### src/rtl/mem_access_pkg.sv
// rtl/mem_access_pkg.sv - shared types and constants for the load/store access controller
package mem_access_pkg;

  localparam int DATA_SIZE  = 32;
  localparam int BYTE_LANES = 4;

  typedef enum logic [2:0] {
    IDLE,
    RD1,
    RD2,
    WR,
    ERR
  } state_t;

  typedef logic [1:0] lane_t;

endpackage

### src/rtl/byte_lane_unit.sv
// rtl/byte_lane_unit.sv - little-endian byte extraction and byte merge for one memory word
module byte_lane_unit
  import mem_access_pkg::*;
(
  input  lane_t                 lane,
  input  logic [DATA_SIZE-1:0]  word,
  input  logic [7:0]            store_byte,
  output logic [DATA_SIZE-1:0]  load_byte,
  output logic [DATA_SIZE-1:0]  merged
);

  always_comb begin
    load_byte = '0;
    merged    = word;
    case (lane)
      2'd0: begin
        load_byte[7:0] = word[7:0];
        merged[7:0]    = store_byte;
      end
      2'd1: begin
        load_byte[7:0] = word[15:8];
        merged[15:8]   = store_byte;
      end
      2'd2: begin
        load_byte[7:0] = word[23:16];
        merged[23:16]  = store_byte;
      end
      default: begin
        load_byte[7:0] = word[31:24];
        merged[31:24]  = store_byte;
      end
    endcase
  end

endmodule

### src/rtl/mem_access_ctrl.sv
// rtl/mem_access_ctrl.sv - byte/word load/store controller for a single-port word memory
module mem_access_ctrl
  import mem_access_pkg::*;
#(
  parameter int ADDRESS_SIZE = 8
) (
  input  logic                    CLK,
  input  logic                    RST,
  input  logic                    REQ_VALID,
  output logic                    REQ_READY,
  input  logic                    REQ_WRITE,
  input  logic                    REQ_BYTE,
  input  logic [31:0]             REQ_ADDR,
  input  logic [DATA_SIZE-1:0]    REQ_WDATA,
  output logic                    RSP_VALID,
  output logic [DATA_SIZE-1:0]    RSP_RDATA,
  output logic                    RSP_ERR,
  output logic [ADDRESS_SIZE-1:0] MEM_ADDRESS,
  output logic                    MEM_WRITE,
  output logic [DATA_SIZE-1:0]    MEM_WDATA,
  input  logic [DATA_SIZE-1:0]    MEM_RDATA
);

  state_t                  state, state_n;
  logic                    wr_q, wr_n;
  logic                    byte_q, byte_n;
  lane_t                   lane_q, lane_n;
  logic [7:0]              sbyte_q, sbyte_n;
  logic [ADDRESS_SIZE-1:0] mem_address_n;
  logic                    mem_write_n;
  logic [DATA_SIZE-1:0]    mem_wdata_n;
  logic                    rsp_valid_n;
  logic [DATA_SIZE-1:0]    rsp_rdata_n;
  logic                    rsp_err_n;
  logic [DATA_SIZE-1:0]    load_byte;
  logic [DATA_SIZE-1:0]    merged;
  logic                    misaligned;
  logic                    unused_addr;

  // Address bits above the memory size are dropped, so accesses wrap.
  assign unused_addr = ^REQ_ADDR[31:ADDRESS_SIZE+2];
  assign misaligned  = !REQ_BYTE && (REQ_ADDR[1:0] != 2'b00);
  assign REQ_READY   = (state == IDLE) && !RST;

  byte_lane_unit u_lane (
    .lane       (lane_q),
    .word       (MEM_RDATA),
    .store_byte (sbyte_q),
    .load_byte  (load_byte),
    .merged     (merged)
  );

  always_comb begin
    state_n       = state;
    wr_n          = wr_q;
    byte_n        = byte_q;
    lane_n        = lane_q;
    sbyte_n       = sbyte_q;
    mem_address_n = MEM_ADDRESS;
    mem_write_n   = 1'b0;
    mem_wdata_n   = MEM_WDATA;
    rsp_valid_n   = 1'b0;
    rsp_rdata_n   = RSP_RDATA;
    rsp_err_n     = RSP_ERR;
    case (state)
      IDLE: begin
        if (REQ_VALID) begin
          wr_n    = REQ_WRITE;
          byte_n  = REQ_BYTE;
          lane_n  = REQ_ADDR[1:0];
          sbyte_n = REQ_WDATA[7:0];
          if (misaligned) begin
            state_n = ERR;
          end else begin
            mem_address_n = REQ_ADDR[ADDRESS_SIZE+1:2];
            if (REQ_WRITE && !REQ_BYTE) begin
              mem_write_n = 1'b1;
              mem_wdata_n = REQ_WDATA;
              state_n     = WR;
            end else begin
              state_n = RD1;
            end
          end
        end
      end
      RD1: state_n = RD2;
      RD2: begin
        if (wr_q) begin
          // Byte store: write back the read word with one lane replaced.
          mem_wdata_n = merged;
          mem_write_n = 1'b1;
          state_n     = WR;
        end else begin
          rsp_valid_n = 1'b1;
          rsp_rdata_n = byte_q ? load_byte : MEM_RDATA;
          rsp_err_n   = 1'b0;
          state_n     = IDLE;
        end
      end
      WR: begin
        rsp_valid_n = 1'b1;
        rsp_rdata_n = '0;
        rsp_err_n   = 1'b0;
        state_n     = IDLE;
      end
      ERR: begin
        rsp_valid_n = 1'b1;
        rsp_rdata_n = '0;
        rsp_err_n   = 1'b1;
        state_n     = IDLE;
      end
      default: state_n = IDLE;
    endcase
  end

  always_ff @(posedge CLK) begin
    if (RST) begin
      state       <= IDLE;
      wr_q        <= 1'b0;
      byte_q      <= 1'b0;
      lane_q      <= '0;
      sbyte_q     <= '0;
      MEM_ADDRESS <= '0;
      MEM_WRITE   <= 1'b0;
      MEM_WDATA   <= '0;
      RSP_VALID   <= 1'b0;
      RSP_RDATA   <= '0;
      RSP_ERR     <= 1'b0;
    end else begin
      state       <= state_n;
      wr_q        <= wr_n;
      byte_q      <= byte_n;
      lane_q      <= lane_n;
      sbyte_q     <= sbyte_n;
      MEM_ADDRESS <= mem_address_n;
      MEM_WRITE   <= mem_write_n;
      MEM_WDATA   <= mem_wdata_n;
      RSP_VALID   <= rsp_valid_n;
      RSP_RDATA   <= rsp_rdata_n;
      RSP_ERR     <= rsp_err_n;
    end
  end

endmodule

### config.mk
export PLATFORM = sky130hd
export DESIGN_NAME = mem_access_ctrl
export DESIGN_NICKNAME = d
export VERILOG_FILES = /design/src/rtl/mem_access_pkg.sv /design/src/rtl/byte_lane_unit.sv /design/src/rtl/mem_access_ctrl.sv
export SDC_FILE = /design/constraint.sdc
export NUM_CORES = 1
export LEC_CHECK = 0
export ABC_AREA = 0
export ABC_CLOCK_PERIOD_IN_PS = 2200
export CORE_UTILIZATION = 42
export DETAILED_ROUTE_END_ITERATION = 16
export GPL_ROUTABILITY_DRIVEN = 0
export PLACE_DENSITY = 0.89
export SYNTH_ARGS = -nofsm -noshare
export SYNTH_HDL_FRONTEND = slang
export SYNTH_SLANG_ARGS = --single-unit
### constraint.sdc
create_clock -name CLK -period 2.2 [get_ports CLK]
set_input_delay 0.44 -clock CLK [delete_from_list [all_inputs] [get_ports CLK]]
set_output_delay 0.44 -clock CLK [all_outputs]
set_load 0.005 [all_outputs]
==> results by group, run 1 <==
Die
  – I/O pin total: between 150 and 200
  – Initial Util: 0.441
  – Chip Width: between 90 and 100 um
  – Die Height: around 100 um
  – Core area: 0.00889 mm2
  – Number of core rows: 34
  – Die area: between 0.009 and 0.01 mm2

CTS
  – Post-CTS Setup Repair Bufs: 0
  – Clk buf depth: 2
  – Root Driver: clkbuf_8
  – TritonCTS clock tree: built
  – CTS sink cnt: 90
  – Clk pin slew, worst setup/hold paths: 0.08 ns
  – CTS Buf Count: 9
  – Skew-Pair Late Insertion Delay: roughly 0.37 ns
  – # hold bufs at CTS: 0
  – CTS H-tree lvls: 3

Global route
  – Pin count of the biggest net entering global routing: 53
  – Global Route Usage Sum: 0.278
  – Global-route wire length before repair: 20600 um
  – Initial antenna violation count: 0
  – Vias in the first global route: 4032
  – Overflow after GRT: 0

Layout
  – Post-layout util: 0.673
  – Non-filler instance count after layout: ~700
  – Commonest non-fill, non-tap cells in the layout: clkdlybuf4s50_1, dfxtp_1, nand2_1, buf_4, o21ai_0
  – Nets: 693
  – Share of layout cells above drive strength 1: 0.127
  – Area grow syn2layout: 52.7%
  – Final instance area: approximately 0.0060 mm2
  – Commonest non-fill, non-tap cell in the layout: clkdlybuf4s50_1
  – Fill count: 661
  – Number of diodes: 0

Critical path
  – Register-to-Register Path Depth: 5
  – Worst path required time: between 1.5 and 2 ns
  – R2R Setup Slk: 0.36 ns
  – Worst setup SP type: flop
  – Arr. time, crit path: 1.48 ns
  – CP endpoint kind: output port
  – Critical path peak fanout: 9
  – Crit Path Class: flop to output port

Synth
  – Largest cells by area after synthesis: dfxtp_1, mux2i_1, a22o_1
  – Register bit total from synthesis: 90
  – Post-synthesis mux area share: 0.128
  – YS warnings: 0
  – Largest family of logic cells by synthesized area: compound AO/OA/AOI/OAI gates
  – Net Count, Synth: 524
  – Mapped cell area: 0.00392 mm2
  – Yosys top cell by area: dfxtp_1
  – Synth Flop Type: dfxtp_1
  – Synth top area share: 0.460
  – Synth Area in Compound Gates: 0.217
  – Post-Synth Simple-Gate Area: 0.156
  – Netlist cell types: 35
  – Synth Area in Adders: 0
  – EDFF count, synth: 0
  – Register area share after synthesis: 0.460
  – Synthesized area per cell: just over 9 um2
  – Ys async rst share: 0
  – Mapped Cells: 423
  – Xor and xnor area share after synthesis: 0

Drt
  – Via/cell ratio: 5.77
  – Detailed Route Iter0 Violations: about 240
  – Antenna-violating nets left: 0
  – Router iterations before antenna repair: 5
  – Total wire length: 13500 um
  – DRC: 0
  – Vias: 4066
  – Wire length per cell: around 19 um

Pwr
  – Max VDD drop: 441 uV
  – Leak: 2.45 nW
  – Power Total: between 3 and 4 mW
  – Pwr Density: 591 mW/mm2

Place
  – HPWL after DPL: just over 10000 um
  – Number of placed instances with taps included: roughly 690
  – Placed Area: 0.00578 mm2
  – Setup WS pre-CTS: -0.0348 ns
  – IO buf count: ~150

Job
  – Max-cap violation count: 0

STA
  – Final WS setup: ~0.28 ns
  – # setup viols final: 0
  – Hold Violations, Final: 0
  – Worst slew pin tran: 0.642 ns
  – Peak Freq: 0.520 GHz
  – Final Cycle Share: 0.873
  – Final Skew: between 0.009 and 0.01 ns
  – Final min period: 1.92 ns
  – Rel. slew slack: 0.571
  – Fin. max-slew vios: 0
  – Unrepaired setup endpoints after global routing: false

Hold path
  – Worst Hold Class: input port to flop
  – Hold Crit Depth: 3

Outcome
  – Status: complete, no violations
## sequential cells by signal, indices dropped and copies added, names as in the netlist
| register | cells |
|---|---|
| lane_q | 2 |
| state | 3 |
| RSP_ERR | 1 |
| byte_q | 1 |
| RSP_RDATA | 32 |
| MEM_ADDRESS | 8 |
| sbyte_q | 8 |
| RSP_VALID | 1 |
| wr_q | 1 |
| MEM_WDATA | 32 |
| MEM_WRITE | 1 |
## Yosys cell counts, types with 8 or more instances
master / number
a22o_1: 32
a221o_1: 8
a21oi_1: 23
dfxtp_1: 90
clkbuf_1: 27
nand2_1: 69
mux2i_1: 32
nand3_1: 8
o21ai_0: 33
nor2b_1: 10
a22oi_1: 24
mux4_2: 8
nor2_1: 28
## worst max-delay path: stages (launching register included)
cell and delay, ns:
dfxtp_4 0.38, or3_4 0.40, nor2_1 0.10, dlygate4sd2_1 0.24
## per-stage QoR
stage	hold WS, ns	TNS (ns)
after floorplan	0.453	0
after global placement	0.442	0
after detailed placement	0.452	-0.367
after CTS	0.350	0
after global routing	0.360	0
final	0.363	0
## kinds of logic after synthesis
| group | after synthesis |
|---|---|
| AO/OA/AOI/OAI | 124 |
| buffers and inverters | 37 |
| flip-flops | 90 |
| multiplexers | 40 |
| AND/OR/NAND/NOR | 132 |
## per-layer routing
layer | global-route usage | share of wire | vias up
met5 | 0 | 0 | -
met1 | 0.339 | 0.39 | 1901
li1 | - | - | 1868
met4 | 0.140 | 0.043 | 0
met2 | 0.447 | 0.47 | 249
met3 | 0.0823 | 0.10 | 48
## power by group
part / switching [mW] / internal (mW) / leakage [nW]
Sequential: 0.0540 / 1.68 / 0.731
Combinational: 0.304 / 0.368 / 1.63
Clock: 0.611 / 0.520 / 0.0873
Total: 0.969 / 2.57 / 2.45
## worst paths after layout
kind	startpoint	to
setup / recovery	state[2]$_SDFFE_PP0P_	REQ_READY
hold / removal	RST	state[2]$_SDFFE_PP0P_
setup reg to reg	state[0]$_SDFFE_PP0P_	RSP_RDATA[1]$_SDFFE_PP0P_
hold reg to reg	MEM_ADDRESS[1]$_SDFFE_PP0P_	MEM_ADDRESS[1]$_SDFFE_PP0P_
## layout make-up
| cell class | count | area (um2) | share of cell area |
|---|---|---|---|
| clock buffers | 9 | 124 | 0.0207 |
| clock inverters | 7 | 70.1 | 0.0117 |
| inverters | 2 | 7.51 | 0.00125 |
| flip-flops and latches | 90 | 1810 | 0.302 |
| well taps | 108 | 135 | 0.0226 |
| repair buffers | 193 | 1850 | 0.310 |
| multi-input cells | 296 | 1990 | 0.332 |
## what timing repair did
item                                    in CTS  in global routing
hold endpoints to repair                     0                  0
endpoints found under the setup margin       1                  0
resized for setup                            5                  0
(Power assumes the default switching activity.)
==> run 2: changes to the inputs <==
ABC_CLOCK_PERIOD_IN_PS = 2000   (was 2200)
clock period = 2 ns   (was 2.2 ns; I/O delays follow)
==> run 2 against run 1 <==
  * Count of clock-buffer cells in the layout is 2 higher
  * Largest power group unchanged
  * First-iteration DRC count is 41% higher
  * Combinational power is 16% higher
  * Largest cell class unchanged
  * Cell count is 2.4% higher
  * Global-route usage is 0.56 points higher
  * Die area stayed put
  * Total power is 18% higher
  * Critical path depth is 1 higher
  * Register-to-register slack worse by 0.27 ns
==> results by group, run 2 (synthesis results as in run 1) <==
Global route
  – Initial antenna violation count: 0 (unchanged)
  – Pin count of the biggest net entering global routing: 41 (-23%)
  – Global Route Usage Sum: 0.283 (+0.00564)
  – Global-route wire length before repair: 21100 um (+2.5%)
  – Overflow after GRT: 0 (unchanged)
  – Vias in the first global route: 4008 (-0.60%)

Critical path
  – Crit Reg-Reg Startpoint: state[2]$_SDFFE_PP0P_
  – Worst setup SP type: flop
  – Critical path peak fanout: 4 (-5)
  – Max incr delay on CP: 0.38 ns (-0.02 ns)
  – Register-to-Register Path Depth: 7 (+2)
  – Crit Path Class: flop to output port
  – Worst R2R End: RSP_RDATA[24]$_SDFFE_PP0P_
  – Slowest stage cell, crit path: or3_4
  – Crit-path cells: buf_4 -> or3_4 -> nor2_1 -> dlygate4sd2_1
  – R2R Setup Slk: 0.09 ns (-0.27 ns)
  – Worst path required time: 1.60 ns (-0.16 ns)
  – CP endpoint kind: output port
  – Arr. time, crit path: 1.55 ns (+0.07 ns)

Die
  – Die area: 0.00972 mm2 (unchanged)
  – Core area: 0.00889 mm2 (unchanged)
  – Die Height: 98.6 um (unchanged)
  – Chip Width: 98.6 um (unchanged)
  – I/O pin total: 177 (unchanged)
  – Initial Util: 0.441 (unchanged)
  – Number of core rows: 34 (unchanged)

Layout
  – Nets: 710 (+2.5%)
  – Fill count: 644 (-2.6%)
  – Share of layout cells above drive strength 1: 0.148 (+0.0209)
  – Final instance area: 0.00617 mm2 (+3.1%)
  – Non-filler instance count after layout: 722 (+2.4%)
  – Post-layout util: 0.693 (+0.0205)
  – Largest registers: MEM_WDATA: 32 flops, RSP_RDATA: 32 flops
  – Commonest non-fill, non-tap cells in the layout: clkdlybuf4s50_1, dfxtp_1, nand2_1, buf_4, o21ai_0
  – Commonest non-fill, non-tap cell in the layout: clkdlybuf4s50_1
  – Area grow syn2layout: 57.4%
  – Number of diodes: 0 (unchanged)

STA
  – Unrepaired setup endpoints after global routing: false
  – Rel. slew slack: 0.642 (+0.0705)
  – Fin. max-slew vios: 0 (unchanged)
  – Final Skew: 0.00858 ns (-0.000680 ns)
  – Final min period: 1.95 ns
  – Worst slew pin tran: 0.535 ns (-0.106 ns)
  – Setup TNS: 0 ns (unchanged)
  – Final Cycle Share: 0.977
  – Peak Freq: slightly above 0.5 GHz
  – Smallest hold slack: 0.463 ns (+0.101 ns)
  – Hold Violations, Final: 0 (unchanged)
  – # setup viols final: 0 (unchanged)

Pwr
  – Max VDD drop: 369 uV (-16%)
  – Switching Fraction: 0.252 (-0.0214)
  – Combinational fraction of design power: 0.188 (-0.002)
  – Leak: 2.57 nW (+5.1%)
  – Internal Power: 3.11 mW (+21%)
  – Sequential share of power: 0.458 (-0.033)
  – Pwr Density: 674 mW/mm2 (+14%)
  – Clk network pwr share: 0.354 (+0.034)
  – Net Sw Power: 1.05 mW (+8.3%)

Job
  – Max-cap violation count: 0 (unchanged)

CTS
  – CTS H-tree lvls: 3 (unchanged)
  – Clk pin slew, worst setup/hold paths: 0.08 ns (about the same)
  – CTS Buf Count: 9 (unchanged)
  – TritonCTS clock tree: built
  – Clk buf depth: 2 (unchanged)
  – CTS sink cnt: 90 (unchanged)
  – Skew-Pair Late Insertion Delay: 0.36 ns (about the same)
  – Root Driver: clkbuf_8

Drt
  – Detailed Route Iter0 Violations: 343 (+41%)
  – Wire length per cell: 19.7 um (+2.6%)
  – Router iterations before antenna repair: 6 (+1)
  – Via/cell ratio: 5.83 (+1.2%)
  – Vias: 4212 (+3.6%)
  – DRC: 0 (unchanged)
  – Total wire length: 14200 um (+5.1%)
  – Antenna-violating nets left: 0 (unchanged)

Place
  – IO buf count: 154 (unchanged)
  – Placed Area: 0.00588 mm2 (+1.7%)
  – HPWL after DPL: 10300 um (+0.31%)
  – Number of placed instances with taps included: 704 (+2.2%)

Hold path
  – Hold Crit Start: MEM_ADDRESS[1]$_SDFFE_PP0P_
  – Hold Path Sink: MEM_ADDRESS[1]$_SDFFE_PP0P_
  – Worst Hold Class: flop to flop
  – Hold Crit Depth: 2 (-1)

Outcome
  – Status: complete, no violations
## run 2: metrics by stage
step                total power [mW]  setup WS (ns)
floorplan                       2.25          0.251
global placement                2.67         -0.503
detailed placement              2.69         -0.714
CTS                             4.14         0.0338
global route                    4.29        0.00371
finish                          4.16         0.0464
## run 2: worst max-delay path: cells and delay by family (launching register included)
kind | cells | cell delay (ns)
simple gates | 2 | 0.46
flops | 1 | 0.37
buf+inv | 2 | 0.37
## run 2: final cells by class
cell class / instances / area, um2 / area share
flip-flops and latches: 90 / 1810 / 0.293
clock inverters: 5 / 103 / 0.0166
repair buffers: 209 / 1980 / 0.321
multi-input cells: 297 / 2010 / 0.325
clock buffers: 11 / 131 / 0.0213
inverters: 2 / 7.51 / 0.00122
well taps: 108 / 135 / 0.0219
## run 2: power by group through the flow
stage,logic [mW],clock network [mW],registers (mW)
after floorplan,0.317,0,1.93
after global placement,0.727,0,1.94
after detailed placement,0.747,0,1.94
after CTS,0.755,1.48,1.90
after global routing,0.828,1.55,1.91
final,0.782,1.47,1.91
## run 2: how the worst max path moves through the flow
stage | start | end | slack [ns] | depth (start not counted)
6_report | state[0]$_SDFFE_PP0P_ | REQ_READY | 0.05 | 4
2_1_floorplan | state[0]$_SDFFE_PP0P_ | RSP_RDATA[0]$_SDFFE_PP0P_ | 0.25 | 6
3_5_place_dp | REQ_VALID | MEM_WDATA[18]$_SDFFE_PP0P_ | -0.71 | 5
5_1_grt | state[0]$_SDFFE_PP0P_ | REQ_READY | 0.004 | 4
3_3_place_gp | REQ_VALID | MEM_WDATA[23]$_SDFFE_PP0P_ | -0.50 | 5
4_1_cts | state[1]$_SDFFE_PP0P_ | RSP_RDATA[26]$_SDFFE_PP0P_ | 0.03 | 7
## run 2: repair_timing
action                     CTS  global route
setup endpoints to repair   33            57
cloned                       0             1
setup buffers                0             1
resized for setup            5             3
hold buffers                 0             0
## run 2: layer usage
metal / vias up / wire length (um) / GRT usage / part of all wire
li1: 1907 / - / - / -
met1: 1953 / 5630 / 0.371 / 0.40
met2: 298 / 6550 / 0.451 / 0.46
met3: 54 / 1390 / 0.0596 / 0.098
met4: 0 / 618 / 0.130 / 0.044
met5: - / 0 / 0 / 0
